## config.mk

```make
export PLATFORM = sky130hd
export DESIGN_NAME = gate_vector_seq_flat
export DESIGN_NICKNAME = d
export VERILOG_FILES = /design/src/rtl/gate_vector_seq_if.sv /design/src/rtl/gate_vector_seq.sv /design/src/flat_wrapper.sv
export SDC_FILE = /design/constraint.sdc
export NUM_CORES = 1
export LEC_CHECK = 0
export ABC_AREA = 1
export CAP_MARGIN = 20
export CORE_MARGIN = 10
export CORE_UTILIZATION = 31
export CTS_CLUSTER_DIAMETER = 30
export CTS_CLUSTER_SIZE = 24
export DETAILED_ROUTE_END_ITERATION = 6
export PLACE_DENSITY = 0.6
export SETUP_SLACK_MARGIN = 0.02
export SYNTH_ARGS = -nofsm -noshare
export SYNTH_HDL_FRONTEND = slang
export SYNTH_SLANG_ARGS = --single-unit
```

## constraint.sdc

```tcl
create_clock -name clk -period 2.7 [get_ports clk]
set_input_delay 0.54 -clock clk [delete_from_list [all_inputs] [get_ports clk]]
set_output_delay 0.54 -clock clk [all_outputs]
set_load 0.005 [all_outputs]
```

## src/rtl/gate_vector_seq_if.sv

```systemverilog
// -----------------------------------------------------------------------------
// gate_vector_seq_if
//
// Bundles every non-clock signal between the truth-table sequencer and the
// environment around it (the two-input gate model plus the controller that
// requests sweeps and reads the verdict).
//
// Signals
//   start      sweep request from the controller
//   a, b       stimulus driven to the gate model
//   and_g ..   seven gate-model responses to the current a/b
//   xnor_g
//   busy       sweep in progress
//   done       one-cycle end-of-sweep pulse
//   pass       last sweep had no mismatching vector
//   err_cnt    number of vectors in the last sweep with any mismatch (0..4)
//   err_mask   per-gate sticky failure flags, bit order:
//              [0]and [1]or [2]not [3]nand [4]nor [5]xor [6]xnor
//   vec_idx    index of the vector currently driven
//
// Modports
//   master     the sequencer (drives stimulus and verdict)
//   slave      the environment (drives start and the gate responses)
// -----------------------------------------------------------------------------
interface gate_vector_seq_if;

    // Sweep request.
    logic       start;

    // Stimulus to the gate model.
    logic       a;
    logic       b;

    // Gate-model responses.
    logic       and_g;
    logic       or_g;
    logic       not_g;
    logic       nand_g;
    logic       nor_g;
    logic       xor_g;
    logic       xnor_g;

    // Status and verdict.
    logic       busy;
    logic       done;
    logic       pass;
    logic [2:0] err_cnt;
    logic [6:0] err_mask;
    logic [1:0] vec_idx;

    modport master (
        input  start,
        input  and_g, or_g, not_g, nand_g, nor_g, xor_g, xnor_g,
        output a, b,
        output busy, done, pass, err_cnt, err_mask, vec_idx
    );

    modport slave (
        output start,
        output and_g, or_g, not_g, nand_g, nor_g, xor_g, xnor_g,
        input  a, b,
        input  busy, done, pass, err_cnt, err_mask, vec_idx
    );

endinterface : gate_vector_seq_if

```

## src/rtl/gate_vector_seq.sv

```systemverilog
// -----------------------------------------------------------------------------
// gate_vector_seq
//
// Truth-table sweeper for a downstream two-input gate model. On a start
// request it walks the four input vectors 00, 01, 10, 11 (a = vec_idx[1],
// b = vec_idx[0]), holds each one for HOLD_CYCLES clocks, and in the last
// cycle of each hold compares the seven gate responses against the ideal
// AND/OR/NOT(a)/NAND/NOR/XOR/XNOR values. Mismatches accumulate into a
// per-gate sticky mask and a per-vector error count; a one-cycle done pulse
// ends the sweep together with the pass verdict.
//
// Parameters
//   HOLD_CYCLES  clocks each vector is held on a/b (2..255)
//
// Ports
//   clk          single clock, rising edge
//   rst_n        asynchronous active-low reset
//   bus          gate_vector_seq_if.master (start, a/b, gate responses,
//                busy, done, pass, err_cnt, err_mask, vec_idx)
//
// Timing
//   Edge E0 samples start. Each vector spends HOLD_CYCLES-1 cycles in DRIVE
//   and one cycle in SAMPLE, so done is high in the cycle following edge
//   E0 + 4*HOLD_CYCLES. All outputs come straight from flops.
// -----------------------------------------------------------------------------
module gate_vector_seq #(
    parameter int unsigned HOLD_CYCLES = 4
) (
    input  logic              clk,
    input  logic              rst_n,
    gate_vector_seq_if.master bus
);

    // -------------------------------------------------------------------------
    // Elaboration-time parameter guard: an out-of-range HOLD_CYCLES pulls in
    // a module that does not exist, so the build stops instead of producing
    // a sequencer with a wrapped hold counter.
    // -------------------------------------------------------------------------
    if (HOLD_CYCLES < 2 || HOLD_CYCLES > 255) begin : g_bad_hold_cycles
        gate_vector_seq_hold_cycles_out_of_range u_bad_param ();
    end

    // -------------------------------------------------------------------------
    // State encoding
    // -------------------------------------------------------------------------
    localparam logic [1:0] ST_IDLE   = 2'd0;
    localparam logic [1:0] ST_DRIVE  = 2'd1;
    localparam logic [1:0] ST_SAMPLE = 2'd2;
    localparam logic [1:0] ST_DONE   = 2'd3;

    // DRIVE lasts HOLD_CYCLES-1 cycles; the counter starts at 0, so the last
    // DRIVE cycle is the one where it reads HOLD_CYCLES-2.
    localparam logic [7:0] DRIVE_LAST = 8'(HOLD_CYCLES - 2);

    localparam logic [1:0] LAST_VEC = 2'd3;

    // -------------------------------------------------------------------------
    // Registers
    // -------------------------------------------------------------------------
    logic [1:0] state;
    logic [1:0] state_nxt;
    logic [7:0] hold_cnt;
    logic [1:0] vec_idx_q;
    logic       a_q;
    logic       b_q;
    logic       busy_q;
    logic       done_q;
    logic       pass_q;
    logic [2:0] err_cnt_q;
    logic [6:0] err_mask_q;

    // -------------------------------------------------------------------------
    // Response checking
    // -------------------------------------------------------------------------
    logic [6:0] expected;
    logic [6:0] observed;
    logic [6:0] mismatch;
    logic       vec_fail;
    logic [2:0] err_cnt_nxt;
    logic [1:0] vec_idx_inc;
    logic       hold_last;
    logic       last_vec;

    // Ideal responses for the vector currently on a/b; the comparison uses
    // the registered stimulus, which is exactly what the gate model sees.
    always_comb begin
        expected[0] =   a_q & b_q;
        expected[1] =   a_q | b_q;
        expected[2] =  ~a_q;
        expected[3] = ~(a_q & b_q);
        expected[4] = ~(a_q | b_q);
        expected[5] =   a_q ^ b_q;
        expected[6] = ~(a_q ^ b_q);
    end

    assign observed = {bus.xnor_g, bus.xor_g, bus.nor_g, bus.nand_g,
                       bus.not_g,  bus.or_g,  bus.and_g};

    assign mismatch    = expected ^ observed;
    assign vec_fail    = |mismatch;

    // Four vectors into a 3-bit count: at most one increment per vector, so
    // the count tops out at 4 and can never wrap.
    assign err_cnt_nxt = err_cnt_q + {2'b00, vec_fail};

    assign vec_idx_inc = vec_idx_q + 2'd1;
    assign hold_last   = (hold_cnt == DRIVE_LAST);
    assign last_vec    = (vec_idx_q == LAST_VEC);

    // -------------------------------------------------------------------------
    // Next-state logic
    // -------------------------------------------------------------------------
    always_comb begin
        // NOTE: next state gets a default before the case so no path leaves
        // it unassigned, which would otherwise infer a latch.
        state_nxt = state;
        case (state)
            ST_IDLE:   if (bus.start) state_nxt = ST_DRIVE;
            ST_DRIVE:  if (hold_last) state_nxt = ST_SAMPLE;
            ST_SAMPLE: state_nxt = last_vec ? ST_DONE : ST_DRIVE;
            ST_DONE:   state_nxt = ST_IDLE;
            default:   state_nxt = ST_IDLE;
        endcase
    end

    // -------------------------------------------------------------------------
    // State register
    // -------------------------------------------------------------------------
    // NOTE: every flop in this block, control and datapath alike, is cleared
    // by the asynchronous reset; there is no storage array, so nothing is
    // left to come up undefined after rst_n.
    always_ff @(posedge clk or negedge rst_n) begin
        if (!rst_n) begin
            state <= ST_IDLE;
        end else begin
            // NOTE: sequential state uses non-blocking assignment so every
            // flop samples pre-edge values, independent of statement order.
            state <= state_nxt;
        end
    end

    // -------------------------------------------------------------------------
    // Datapath and output registers
    // -------------------------------------------------------------------------
    always_ff @(posedge clk or negedge rst_n) begin
        if (!rst_n) begin
            hold_cnt   <= 8'd0;
            vec_idx_q  <= 2'd0;
            a_q        <= 1'b0;
            b_q        <= 1'b0;
            busy_q     <= 1'b0;
            done_q     <= 1'b0;
            pass_q     <= 1'b0;
            err_cnt_q  <= 3'd0;
            err_mask_q <= 7'd0;
        end else begin
            // done is a single-cycle strobe; only the SAMPLE->DONE
            // transition raises it.
            done_q <= 1'b0;

            case (state)
                ST_IDLE: begin
                    // Stimulus parked at 00 while idle; results of the last
                    // sweep are held until a new start is accepted.
                    a_q <= 1'b0;
                    b_q <= 1'b0;
                    if (bus.start) begin
                        vec_idx_q  <= 2'd0;
                        hold_cnt   <= 8'd0;
                        err_cnt_q  <= 3'd0;
                        err_mask_q <= 7'd0;
                        pass_q     <= 1'b0;
                        busy_q     <= 1'b1;
                    end
                end

                ST_DRIVE: begin
                    hold_cnt <= hold_cnt + 8'd1;
                end

                ST_SAMPLE: begin
                    // Last cycle of the hold: fold this vector's result in.
                    hold_cnt   <= 8'd0;
                    err_cnt_q  <= err_cnt_nxt;
                    err_mask_q <= err_mask_q | mismatch;
                    if (last_vec) begin
                        a_q    <= 1'b0;
                        b_q    <= 1'b0;
                        busy_q <= 1'b0;
                        done_q <= 1'b1;
                        // Verdict includes the vector being sampled right now.
                        pass_q <= (err_cnt_nxt == 3'd0);
                    end else begin
                        vec_idx_q <= vec_idx_inc;
                        a_q       <= vec_idx_inc[1];
                        b_q       <= vec_idx_inc[0];
                    end
                end

                ST_DONE: begin
                    vec_idx_q <= 2'd0;
                end

                default: begin
                    busy_q <= 1'b0;
                end
            endcase
        end
    end

    // -------------------------------------------------------------------------
    // Outputs (all flop-driven)
    // -------------------------------------------------------------------------
    assign bus.a        = a_q;
    assign bus.b        = b_q;
    assign bus.busy     = busy_q;
    assign bus.done     = done_q;
    assign bus.pass     = pass_q;
    assign bus.err_cnt  = err_cnt_q;
    assign bus.err_mask = err_mask_q;
    assign bus.vec_idx  = vec_idx_q;

endmodule : gate_vector_seq

```

## src/flat_wrapper.sv

```systemverilog
// flat-port wrapper written by rule: the top's interface ports become plain ports
module gate_vector_seq_flat 
#(
    parameter int unsigned HOLD_CYCLES = 4
)
  (clk, rst_n, bus_start, bus_and_g, bus_or_g, bus_not_g, bus_nand_g, bus_nor_g, bus_xor_g, bus_xnor_g, bus_a, bus_b, bus_busy, bus_done, bus_pass, bus_err_cnt, bus_err_mask, bus_vec_idx);
  gate_vector_seq_if bus_i ();
  input  logic clk;
  input  logic rst_n;
  input wire logic [$bits(bus_i.start)-1:0] bus_start;
  input wire logic [$bits(bus_i.and_g)-1:0] bus_and_g;
  input wire logic [$bits(bus_i.or_g)-1:0] bus_or_g;
  input wire logic [$bits(bus_i.not_g)-1:0] bus_not_g;
  input wire logic [$bits(bus_i.nand_g)-1:0] bus_nand_g;
  input wire logic [$bits(bus_i.nor_g)-1:0] bus_nor_g;
  input wire logic [$bits(bus_i.xor_g)-1:0] bus_xor_g;
  input wire logic [$bits(bus_i.xnor_g)-1:0] bus_xnor_g;
  output wire logic [$bits(bus_i.a)-1:0] bus_a;
  output wire logic [$bits(bus_i.b)-1:0] bus_b;
  output wire logic [$bits(bus_i.busy)-1:0] bus_busy;
  output wire logic [$bits(bus_i.done)-1:0] bus_done;
  output wire logic [$bits(bus_i.pass)-1:0] bus_pass;
  output wire logic [$bits(bus_i.err_cnt)-1:0] bus_err_cnt;
  output wire logic [$bits(bus_i.err_mask)-1:0] bus_err_mask;
  output wire logic [$bits(bus_i.vec_idx)-1:0] bus_vec_idx;
  assign bus_i.start = bus_start;
  assign bus_i.and_g = bus_and_g;
  assign bus_i.or_g = bus_or_g;
  assign bus_i.not_g = bus_not_g;
  assign bus_i.nand_g = bus_nand_g;
  assign bus_i.nor_g = bus_nor_g;
  assign bus_i.xor_g = bus_xor_g;
  assign bus_i.xnor_g = bus_xnor_g;
  assign bus_a = bus_i.a;
  assign bus_b = bus_i.b;
  assign bus_busy = bus_i.busy;
  assign bus_done = bus_i.done;
  assign bus_pass = bus_i.pass;
  assign bus_err_cnt = bus_i.err_cnt;
  assign bus_err_mask = bus_i.err_mask;
  assign bus_vec_idx = bus_i.vec_idx;
  gate_vector_seq #(.HOLD_CYCLES(HOLD_CYCLES)) u_core (.clk(clk), .rst_n(rst_n), .bus(bus_i));
endmodule
```

==> results.rst <==
.. list-table::
   :header-rows: 1

   * - Metric
     - Value
   * - Fmax achieved
     - about 0.48 GHz
   * - Wire length of the first global-routing pass
     - 5400 µm
   * - Die H
     - 87.0 µm
   * - Top fanout value on the critical path
     - 4
   * - Number of max-capacitance violations reported
     - 0
   * - Master cell of the clock root buffer
     - sky130_fd_sc_hd__clkbuf_8
   * - Maximum number of pins on one net before global-route repair
     - 28
   * - Die boundary width
     - 87.0 µm
   * - Worst hold path type
     - reg -> reg
   * - Aggregate global-route resource usage
     - under 10%
   * - Iteration count of the initial detailed-routing pass
     - 4
   * - Final sum of negative setup slack
     - 0 ns
   * - Effective utilization at floorplan
     - 32.0%
   * - Total via count after detailed routing
     - ~1.1k
   * - Category of cells accounting for the largest share of critical-path delay
     - adder cells
   * - HPWL after DPL
     - 2340 µm
   * - Critical-path top delay cell
     - sky130_fd_sc_hd__dfrtp_1
   * - Number of standard cells after synthesis
     - 170
   * - Yosys Warn Count
     - 0
   * - Mean Syn Cell Area
     - 8.18 µm²
   * - Post-CTS Resized
     - 0
   * - Leakage component of the power
     - roughly 0.86 nW
   * - Met3 track utilization from global routing
     - 1.78%
   * - Area of placed instances
     - 1720 µm²
   * - Area of the mapped netlist
     - 1390 µm²
   * - Ratio of cells with drive above 1 in the final layout
     - 5.97%
   * - DRT iter0 DRCs
     - 49
   * - Slew at the pin closest to its max-slew limit
     - between 0.3 and 0.4 ns
   * - Post-route cell area
     - approximately 1800 µm²
   * - Power Dens Cells
     - roughly 910 nW/µm²
   * - Buffers inserted during post-CTS setup optimization
     - 0
   * - # H-tree levels
     - 1
   * - Kind of critical path
     - reg -> reg
   * - Util after Layout
     - 40.7%
   * - Maximum buffer depth of the clock tree
     - 2
   * - Layout Cells excl Fill
     - roughly 250
   * - Startpoint types
     - flop
   * - Routed wire length
     - slightly above 3000 µm
   * - Worst endpoint required time
     - 2.92 ns
   * - Final critical path time including I/O delays and setup
     - 2.10 ns
   * - Remaining global-route overflow
     - 0
   * - Layout overhead on the synthesized area
     - 27.2%
   * - Final WS setup
     - ~0.6 ns
   * - Number of pins exceeding their max-slew limit in the final report
     - 0
   * - GPL Wtd Cong
     - just under 0.8
   * - Total inserted antenna cells
     - 0
   * - Hold buffer count at CTS
     - 0
   * - Worst-path cell chain
     - inv_1 > ha_1 > xnor2_1 > nand2_1 > nor2_1 > nand2_1 > ha_1 > ha_1 > nor3_1 > nand3_1 > nand2_1
   * - Layer with the highest usage
     - met2
   * - Routed length per instance
     - 12.1 µm
   * - Total Die Area
     - 7570 µm²
   * - FP Rows
     - 24
   * - RSZ-0062 raised after global routing
     - no
   * - DRC violations left
     - 0
   * - Worst hold slack across all endpoints
     - 0.486 ns
   * - Count of flip-flops with a built-in enable after synthesis
     - 0
   * - Net count of the finished layout
     - 219
   * - Share of the clock period used by the worst path
     - 77.9%
   * - Type of element capturing the critical path
     - flop
   * - Worst Path Arrival
     - about 2.3 ns
   * - Share of the yosys chip area belonging to registers
     - 48.6%
   * - Max-slew headroom at the worst pin
     - 76.4%
   * - Synth top area share
     - 48.6%
   * - IO Port Bufs
     - 26
   * - Commonest register cell after synthesis
     - sky130_fd_sc_hd__dfrtp_1
   * - Num ports
     - 27
   * - Met2 Usage GRT
     - 13.6%
   * - Number of antenna violations at the first check in global routing
     - 0
   * - Highest cell delay on the worst timing path
     - around 0.42 ns
   * - Via density per instance
     - 4.39
   * - Clock tree from TritonCTS
     - yes
   * - Cell types with the largest area share after synthesis
     - sky130_fd_sc_hd__dfrtp_1 (49%), sky130_fd_sc_hd__nand2_1 (13%), sky130_fd_sc_hd__nor2_1 (7.3%), sky130_fd_sc_hd__ha_1 (6.3%), sky130_fd_sc_hd__xnor2_1 (5.0%)
   * - Total number of clock tree sinks
     - 27
   * - Final Hold Fails
     - 0
   * - Count of antenna-violating nets left after detailed routing
     - 0
   * - Peak ir drop on the vdd network
     - 469 µV
   * - Placeable Area
     - 4350 µm²
   * - Status
     - finished clean
   * - Top cell type by total area after synthesis
     - sky130_fd_sc_hd__dfrtp_1
   * - Crit path buffers/inverters
     - 1
   * - Count of endpoints failing setup in the final report
     - 0
   * - GR Layer Usage met1
     - 11.8%
   * - Post-Route Skew
     - ~0.0060 ns
   * - Instance count after placement with tap cells included
     - 249
   * - Vias in the first global route
     - 1115
   * - Worst setup timing slack at the placement stage
     - 0.407 ns
   * - Pwr Total
     - ~1.6 mW
   * - Flip-flop and latch count after synthesis
     - 27
   * - Total nets after synthesis
     - 187
   * - Number of CTS-inserted buffers
     - 3
   * - Source-to-sink clock delay at the later pin of the worst-skew pair
     - 0.27 ns
   * - Share of flip-flops with an asynchronous set or reset after synthesis
     - 100%
   * - Clock transition time at the flip-flop clock pins of the worst setup and hold paths
     - 0.10 ns
   * - Number of different library cells in the post-synthesis netlist
     - 18
state kept, by name, indices dropped and copies added (netlist names):
signal and cells:
u_core.bus.pass 1, u_core.bus.a 1, u_core.state 2, u_core.bus.err_cnt 3, u_core.bus.done 1, u_core.hold_cnt 8, u_core.bus.busy 1, u_core.bus.err_mask 7
u_core.bus.vec_idx 2, u_core.bus.b 1
cells by family (layout without fill, tap and decap cells):
group           Yosys count  count (layout)  share of synthesized area [%]
xor+xnor                 10              10                           6.30
flops                    27              27                           48.6
compound gates           19              19                           8.00
buf+inv                  18              49                           4.86
simple gates             89              89                           26.0
fa+ha+maj                 7               7                           6.29
layout by cell type (no fill, tap or decap):
master                            instances
sky130_fd_sc_hd__o21bai_1                 1
sky130_fd_sc_hd__ha_1                     7
sky130_fd_sc_hd__inv_2                    2
sky130_fd_sc_hd__inv_1                   16
sky130_fd_sc_hd__o31ai_1                  1
sky130_fd_sc_hd__clkinv_2                 1
sky130_fd_sc_hd__nor2_4                   1
sky130_fd_sc_hd__o21ai_0                 10
sky130_fd_sc_hd__nor2_1                  27
sky130_fd_sc_hd__dfrtp_1                 27
sky130_fd_sc_hd__o21ai_4                  1
sky130_fd_sc_hd__nand2_2                  3
sky130_fd_sc_hd__nand3_1                  9
sky130_fd_sc_hd__o21ai_1                  1
sky130_fd_sc_hd__nand2_1                 48
sky130_fd_sc_hd__clkdlybuf4s50_1         26
sky130_fd_sc_hd__xnor2_1                  8
sky130_fd_sc_hd__xor2_1                   2
sky130_fd_sc_hd__nor3_1                   1
sky130_fd_sc_hd__a21oi_1                  5
sky130_fd_sc_hd__clkbuf_8                 3
sky130_fd_sc_hd__buf_4                    1
power by group:
part / total, mW / switching (mW) / internal (mW)
sequential: 0.629 / 0.106 / 0.523
clock: 0.237 / 0.134 / 0.104
combinational: 0.738 / 0.392 / 0.346
area by class of cell:
class | count | area [µm²]
clock buffers | 3 | 41.3
clock inverters | 1 | 5.00
fillers | 431 | 2580
inverters | 18 | 67.6
multi-input cells | 125 | 648
flip-flops and latches | 27 | 676
well taps | 52 | 65.1
repair buffers | 27 | 268
cells in the mapped netlist (2+ instances only):
master                     n
sky130_fd_sc_hd__a21oi_1   5
sky130_fd_sc_hd__dfrtp_1  27
sky130_fd_sc_hd__ha_1      7
sky130_fd_sc_hd__inv_1    16
sky130_fd_sc_hd__inv_2     2
sky130_fd_sc_hd__nand2_1  48
sky130_fd_sc_hd__nand2_2   3
sky130_fd_sc_hd__nand3_1   9
sky130_fd_sc_hd__nor2_1   27
sky130_fd_sc_hd__o21ai_0  10
sky130_fd_sc_hd__xnor2_1   8
sky130_fd_sc_hd__xor2_1    2
per-layer routing:
layer  wire (µm)  vias to the layer above
met5           0                        -
met4          38                        0
met3         139                        4
met2        1380                       21
met1        1520                      492
li1            -                      593
worst min-delay path: cells and delay by family, from the launching register on:
family / cells / cell delay (ns)
DFF: 1 / 0.36
and+or+nand+nor: 2 / 0.09
worst paths after layout:
| kind | from | end | slack, ns | cells after the start |
|---|---|---|---|---|
| min in group asynchronous | rst_n | u_core.bus.err_mask[3] | 0.64 | 2 |
| worst max register to register | u_core.bus.a | u_core.bus.pass | 0.60 | 11 |
| worst max-delay path | u_core.bus.a | u_core.bus.pass | 0.60 | 11 |
| max in group asynchronous | rst_n | u_core.bus.done | 1.79 | 2 |
| worst min register to register | u_core.bus.busy | u_core.bus.busy | 0.49 | 2 |
| worst min-delay path | u_core.bus.busy | u_core.bus.busy | 0.49 | 2 |
(Power assumes the default switching activity.)
